===== config.mk =====
export PLATFORM = sky130hd
export DESIGN_NAME = sprite_rom_arbiter
export DESIGN_NICKNAME = d
export VERILOG_FILES = /design/src/rtl/sprite_arb_pkg.sv /design/src/rtl/sprite_arb_rr_pick.sv /design/src/rtl/sprite_rom_arbiter.sv
export SDC_FILE = /design/constraint.sdc
export NUM_CORES = 1
export LEC_CHECK = 0
export CORE_UTILIZATION = 30
export DETAILED_ROUTE_END_ITERATION = 8
export PLACE_DENSITY = 0.72
export SETUP_SLACK_MARGIN = 0.4
export SYNTH_ARGS = -nofsm -noshare
export SYNTH_HDL_FRONTEND = slang
export SYNTH_HIERARCHICAL = 1
export SYNTH_SLANG_ARGS = --single-unit

===== constraint.sdc =====
create_clock -name vga_clk -period 5.5 [get_ports vga_clk]
set_input_delay 1.1 -clock vga_clk [delete_from_list [all_inputs] [get_ports vga_clk]]
set_output_delay 1.1 -clock vga_clk [all_outputs]
set_load 0.05 [all_outputs]

===== src/rtl/sprite_arb_pkg.sv =====
// Shared definitions for the sprite ROM arbiter: default sizes, requester ID type, slot names.
package sprite_arb_pkg;

    localparam int unsigned DEF_NUM_REQ  = 4;
    localparam int unsigned DEF_ADDR_W   = 11;
    localparam int unsigned DEF_DATA_W   = 4;
    localparam int unsigned DEF_ROM_LAT  = 1;
    localparam int unsigned DEF_LOCK_MAX = 16;

    typedef logic [$clog2(DEF_NUM_REQ)-1:0] req_id_t;

    typedef enum req_id_t {
        REQ_TANK0   = 2'd0,
        REQ_TANK1   = 2'd1,
        REQ_BATTERY = 2'd2,
        REQ_BULLET  = 2'd3
    } req_slot_e;

endpackage


===== src/rtl/sprite_arb_rr_pick.sv =====
// Rotating find-first: scans req starting at ptr, wrapping mod NUM_REQ; first set bit wins.
module sprite_arb_rr_pick #(
    parameter int unsigned NUM_REQ = 4,
    parameter int unsigned ID_W    = (NUM_REQ > 1) ? $clog2(NUM_REQ) : 1
) (
    input  logic [NUM_REQ-1:0] req,
    input  logic [ID_W-1:0]    ptr,
    output logic               any,
    output logic [ID_W-1:0]    winner
);

    always_comb begin
        int unsigned idx;
        idx    = 0;
        any    = 1'b0;
        winner = '0;
        for (int unsigned k = 0; k < NUM_REQ; k++) begin
            idx = (32'(ptr) + k) % NUM_REQ;
            if (!any && req[ID_W'(idx)]) begin
                any    = 1'b1;
                winner = ID_W'(idx);
            end
        end
    end

endmodule


===== src/rtl/sprite_rom_arbiter.sv =====
// Round-robin arbiter sharing one synchronous sprite ROM port, with ID-tagged read return.
// Optional burst locking enabled by defining SPRITE_ARB_LOCK_EN.
module sprite_rom_arbiter
    import sprite_arb_pkg::*;
#(
    parameter int unsigned NUM_REQ  = DEF_NUM_REQ,
    parameter int unsigned ADDR_W   = DEF_ADDR_W,
    parameter int unsigned DATA_W   = DEF_DATA_W,
    parameter int unsigned ROM_LAT  = DEF_ROM_LAT,
    parameter int unsigned LOCK_MAX = DEF_LOCK_MAX,
    localparam int unsigned ID_W    = (NUM_REQ > 1) ? $clog2(NUM_REQ) : 1
) (
    input  logic                      vga_clk,
    input  logic                      reset,
    input  logic [NUM_REQ-1:0]        req,
    input  logic [NUM_REQ*ADDR_W-1:0] req_addr,
`ifdef SPRITE_ARB_LOCK_EN
    input  logic [NUM_REQ-1:0]        req_lock,
`endif
    output logic [NUM_REQ-1:0]        gnt,
    output logic [ADDR_W-1:0]         rom_address,
    input  logic [DATA_W-1:0]         rom_q,
    output logic                      rd_valid,
    output logic [ID_W-1:0]           rd_id,
    output logic [DATA_W-1:0]         rd_data
);

    logic [ID_W-1:0]   ptr;
    logic [ID_W-1:0]   adv_ptr;
    logic [ADDR_W-1:0] last_addr;
    logic              any;
    logic [ID_W-1:0]   winner;
    logic              vld_pipe [ROM_LAT];
    logic [ID_W-1:0]   id_pipe  [ROM_LAT];

    sprite_arb_rr_pick #(
        .NUM_REQ (NUM_REQ),
        .ID_W    (ID_W)
    ) u_pick (
        .req    (req),
        .ptr    (ptr),
        .any    (any),
        .winner (winner)
    );

    // Grant decode and address mux; idle cycles hold the previous address.
    always_comb begin
        gnt         = '0;
        rom_address = last_addr;
        if (any) begin
            gnt[winner] = 1'b1;
            for (int unsigned i = 0; i < NUM_REQ; i++) begin
                if (winner == ID_W'(i)) begin
                    rom_address = req_addr[i*ADDR_W +: ADDR_W];
                end
            end
        end
    end

    assign adv_ptr = (32'(winner) == NUM_REQ - 1) ? '0 : winner + ID_W'(1);

`ifdef SPRITE_ARB_LOCK_EN
    localparam int unsigned CNT_W = $clog2(LOCK_MAX + 1);

    logic [CNT_W-1:0] lock_cnt;
    logic [CNT_W-1:0] lock_run;
    logic [ID_W-1:0]  lock_id;

    // Length of the locked run including this cycle's grant.
    assign lock_run = (lock_cnt != '0 && lock_id == winner) ? lock_cnt + CNT_W'(1) : CNT_W'(1);

    // A locked winner parks ptr on itself so it wins again; the run is capped at LOCK_MAX.
    always_ff @(posedge vga_clk or posedge reset) begin
        if (reset) begin
            ptr      <= '0;
            lock_cnt <= '0;
            lock_id  <= '0;
        end else if (any) begin
            lock_id <= winner;
            if (req_lock[winner] && (32'(lock_run) < LOCK_MAX)) begin
                ptr      <= winner;
                lock_cnt <= lock_run;
            end else begin
                ptr      <= adv_ptr;
                lock_cnt <= '0;
            end
        end
    end
`else
    always_ff @(posedge vga_clk or posedge reset) begin
        if (reset) begin
            ptr <= '0;
        end else if (any) begin
            ptr <= adv_ptr;
        end
    end
`endif

    // Address history and the {valid,id} return pipeline matching ROM latency.
    always_ff @(posedge vga_clk or posedge reset) begin
        if (reset) begin
            last_addr <= '0;
            for (int unsigned k = 0; k < ROM_LAT; k++) begin
                vld_pipe[k] <= 1'b0;
                id_pipe[k]  <= '0;
            end
        end else begin
            last_addr   <= rom_address;
            vld_pipe[0] <= any;
            id_pipe[0]  <= winner;
            for (int unsigned k = 1; k < ROM_LAT; k++) begin
                vld_pipe[k] <= vld_pipe[k-1];
                id_pipe[k]  <= id_pipe[k-1];
            end
        end
    end

    assign rd_valid = vld_pipe[ROM_LAT-1];
    assign rd_id    = id_pipe[ROM_LAT-1];
    assign rd_data  = rom_q;

endmodule


Yosys cells after proc, flatten, opt, wreduce, memory -nomap -nowiden
Index checks and enable logic that the tools add are counted.
{"block": "classes", "n_reduce_logical": 8, "n_addsub": 4, "eq_ne": 3, "order_cmp": 6, "n_mux": 25}
{"cell": "two-way mux 11 bit", "count": 5}
{"cell": "< comparator 2 x 3 -> 1 bit, second input constant", "count": 5}
{"cell": "two-way mux 2 bit", "count": 5}
{"cell": "two-way mux 1 bit", "count": 9}
{"cell": "binary-select mux 1 bit (select 2 bit)", "count": 4}
{"cell": "adder 2 x 1 -> 2 bit, second input constant", "count": 2}
{"cell": "adder 2 bit, second input constant", "count": 2}
{"cell": "equality test 2 bit, second input constant", "count": 2}
{"cell": "logical AND 1 bit", "count": 4}
{"cell": "two-way mux 4 bit", "count": 1}
{"cell": "zero test 1 bit", "count": 3}
{"cell": "demux 1 bit (select 2 bit)", "count": 1}
{"cell": "equality test 2 x 1 -> 1 bit, second input constant", "count": 1}
{"cell": ">= comparator 2 x 1 -> 1 bit, second input constant", "count": 1}
{"cell": "zero test 2 bit", "count": 1}
{"block": "word_totals", "input_bits": 54, "ff_bits": 16}

Longest topological paths before layout
{"block": "depth", "depth_word": 18, "ltp_mapped": 9, "ltp_nobuf": 8}

Modules after synthesis
The synthesis kept the hierarchy.
{"mod": "sprite_rom_arbiter", "seq_area_each_um2": 400.4, "area_each_um2": 1159.9, "n_inst": 1, "cells_per_inst": 112}
{"mod": "sprite_arb_rr_pick", "seq_area_each_um2": 0.0, "area_each_um2": 77.6, "n_inst": 1, "cells_per_inst": 15}

Worst setup path before layout
OpenSTA, ideal clock, no wires.
{"block": "synth_timing", "path_kind": "input to output", "from": "input port req[1]", "to": "output port rom_address[0]", "stages": 9, "path_slack_ps": 960, "required_ps": 4400, "arrival_time_ps": 3440, "path_cell_list": "inv_1 -> a221o_1 -> a21oi_1 -> inv_1 -> ha_1 -> nor2b_1 -> buf_2 -> a221oi_1 -> o22ai_1"}
{"block": "synth_between", "elab_chain_cells": 18, "word_cells_on_any_way": 31}
{"element": "start: declaration", "line_no": "sprite_rom_arbiter.sv:15", "source": "input logic [NUM_REQ-1:0] req,"}
{"element": "binary-select mux 1 bit (select 2 bit)", "line_no": "sprite_arb_rr_pick.sv:19", "source": "if (!any && req[ID_W'(idx)]) begin"}
{"element": "two-way mux 1 bit (implied by the code)", "line_no": "sprite_arb_rr_pick.sv:19"}
{"element": "two-way mux 1 bit", "line_no": "sprite_arb_rr_pick.sv:19"}
{"element": "zero test 1 bit", "line_no": "sprite_arb_rr_pick.sv:19"}
{"element": "logical AND 1 bit", "line_no": "sprite_arb_rr_pick.sv:19"}
{"element": "two-way mux 1 bit", "line_no": "sprite_arb_rr_pick.sv:19"}
{"element": "zero test 1 bit", "line_no": "sprite_arb_rr_pick.sv:19"}
{"element": "logical AND 1 bit", "line_no": "sprite_arb_rr_pick.sv:19"}
{"element": "two-way mux 1 bit", "line_no": "sprite_arb_rr_pick.sv:19"}
{"element": "zero test 1 bit", "line_no": "sprite_arb_rr_pick.sv:19"}
{"element": "logical AND 1 bit", "line_no": "sprite_arb_rr_pick.sv:19"}
{"element": "two-way mux 2 bit *", "line_no": "sprite_arb_rr_pick.sv:19"}
{"element": "via winner[0]", "line_no": "sprite_rom_arbiter.sv:32", "source": "logic [ID_W-1:0] winner;"}
{"element": "zero test 2 bit", "line_no": "sprite_rom_arbiter.sv:53", "source": "if (winner == ID_W'(i)) begin"}
{"element": "two-way mux 11 bit (3 in series)", "line_no": "sprite_rom_arbiter.sv:53"}
{"element": "two-way mux 11 bit *", "line_no": "sprite_rom_arbiter.sv:53"}
{"element": "two-way mux 11 bit *", "line_no": "sprite_rom_arbiter.sv:50", "source": "if (any) begin"}
{"element": "end: declaration", "line_no": "sprite_rom_arbiter.sv:21", "source": "output logic [ADDR_W-1:0] rom_address,"}
Mark *: on every way through the listed nets, which the timed path passes. The rest lies on a longest branch. The select of a mux whose other input is x is not followed.

Worst setup path after layout
Same ends and word-level chain as after synthesis.

==> impl_metrics.ini <==
[status]
status = complete, no violations

[detailed_routing]
drtIter0Drc = 50
dr_total_vias = 1170
wire_per_inst_um = 15.0
routed_via_density = 4.88
drc = 0
drt_pass1_iterations = 4
ant_nets = 0
wl_um = 3600

[final_layout]
antenna_cells = 0
final_core_util_pct = 55.9
nFillCells = 316
nets = 251
final_cells = 240
area_growth_pct = 71.5
drive_gt1_share_pct = 25.0

[cts]
path_clk_slew_ps = 60
numCtsBuffers = 3
cts-root-buf = clkbuf_8
cts_resized = 0
cts_setup_buffers = 0
clkLatencyLatePin_ps = 240
htree_levels = 1
clock_sinks = 16
tritoncts = done
clock_path_buffers = 2
cts_hold_buf = 0

[logic_synthesis]
ys_seq_area_share_pct = 32.4
synthCells = 127
synth_cell_types = 24
synthFlopType = dfrtp_1
ys.warnings.count = 6
synth_edf_count = 0
synth_top_area_share_pct = 32.4
synth_common_cells = inv_1, dfrtp_1, o21ai_0
syn_avg_cell_area_um2 = 9.74
synth_fp_nets = 185
yosysMostFrequentCell = inv_1
ys_ff_latch = 16
ys_async_sr_fraction_pct = 100
syn-cell-area_um2 = 1240
synthTopCellsByArea = dfrtp_1, a221oi_2, mux2_4
synth_top_cell_by_area = dfrtp_1

[floorplan]
row_count = 22
die_h_um = 66.2
core_area_um2 = 3800
start_util_pct = 32.6
dieArea_um2 = 4390
boundaryPins = 76
die_x_um = 66.2

[flow_run]
drv_cap = 0

[pwr]
total_power_uw = 1520
peakVddDrop_v = 0.000414
p_leak_uw = 0.000988
pwr_density_cell_nw_per_um2 = 715

[placement]
io_buffers = 67
dp_cells = 236
gp_congestion = 0.789
dp_hpwl_um = 2850

[timing]
slew_violations = 0
maxSlewHeadroom_pct = 57.0
max_freq_mhz = 205
hold_slack_ps = 593
fin_crit_sh_pct = 88.6
fin_setup_tns_ps = 0
period_minus_slack_ps = 4870
finalSetupViolCount = 0
rsz0062_at_grt = false
finalClockSkew_ps = 2.23
worst_pin_slew_ps = 645
hold_viol_final = 0

[setup_path]
crit_fanout = 14
reg2reg_slack_ps = 3010
cp.required_ps = 4400
crit_type = primary input to primary output
crit_arrival_ps = 3770
cp-start-kind = primary input
end_kind = primary output

[global_route]
overflow = 0
grt_first_pass_wirelength_um = 5680
track_usage_pct = 17.0
grt_antenna_before_repair = 0
grt_max_degree = 19
grt_pass1_vias = 1199

[hold_path]
worst_hold_path_type = flip-flop to flip-flop
[critical path, cell delays in order]
cell,delay [ps]
clkdlybuf4s50_1,510
inv_1,70
a221o_1,340
a21oi_1,220
inv_1,100
ha_1,400
nor2_4,250
buf_4,200
a221oi_1,90
o22ai_1,300
buf_12,190
[state kept, by name (all words and copies together), names as in the netlist]
register and cells:
rd_valid 1, last_addr 11, ptr 2, rd_id 2
[stage by stage]
stage | worst slack, ps | instance area, um^2
CTS | 448 | 2110
global placement | 589 | 2060
finish | 627 | 2120
detailed placement | 476 | 2060
global route | 417 | 2120
floorplan | 960 | 1240
[placed cells by master (no fill, tap or decap), drive strengths merged]
master,n
o22ai,11
inv,20
a221oi,11
mux2,13
a21o,11
nand2b,1
nand3,1
nor2,3
buf,18
ha,4
a221o,1
clkbuf,4
clkdlybuf4s50,56
nor2b,1
o221ai,1
and2,4
dfrtp,16
o21ai,12
a21oi,4
[layout make-up]
| type | instances | area [um^2] | area share (%) |
|---|---|---|---|
| repair buffers | 74 | 833 | 39.3 |
| multi-input cells | 78 | 698 | 32.9 |
| flip-flops and latches | 16 | 400 | 18.9 |
| inverters | 20 | 75.1 | 3.54 |
| well taps | 48 | 60.1 | 2.83 |
| clock buffers | 4 | 55.1 | 2.59 |
[logic make-up after synthesis]
| kind of cell | Yosys count | share of synthesized area (%) |
|---|---|---|
| flip-flops | 16 | 32.4 |
| adder cells (fa/ha/maj) | 4 | 4.04 |
| AO/OA/AOI/OAI | 51 | 32.6 |
| multiplexers | 13 | 14.6 |
| AND/OR/NAND/NOR | 10 | 4.45 |
| buffers and inverters | 33 | 12.0 |
[power by group]
group | internal, uW | total [uW] | leakage, uW | switching, uW
clock network | 63.4 | 104 | 0.0000288 | 40.5
logic | 565 | 1200 | 0.000772 | 638
registers | 177 | 210 | 0.000187 | 33.1
total | 806 | 1520 | 0.000988 | 711
[path summary, 6_finish.rpt]
path                        start        endpoint  cells after the start
setup / recovery           req[1]  rom_address[0]                     11
min in group asynchronous   reset    last_addr[3]                      2
hold / removal             ptr[0]          ptr[0]                      1
hold reg to reg            ptr[0]          ptr[0]                      1
max in group asynchronous   reset   last_addr[10]                      2
setup reg to reg           ptr[1]    last_addr[0]                      8
[metal layers]
metal  part of all wire, %  GRT usage, %  vias up  wire length [um]
met3                   6.1          2.93        2               219
met1                    44          21.6      545              1600
met5                     0             0        -                 0
met4                  0.39          3.99        0                14
met2                    49          29.7       42              1770
li1                      -             -      581                 -
Power figures use the tool's default switching activity.
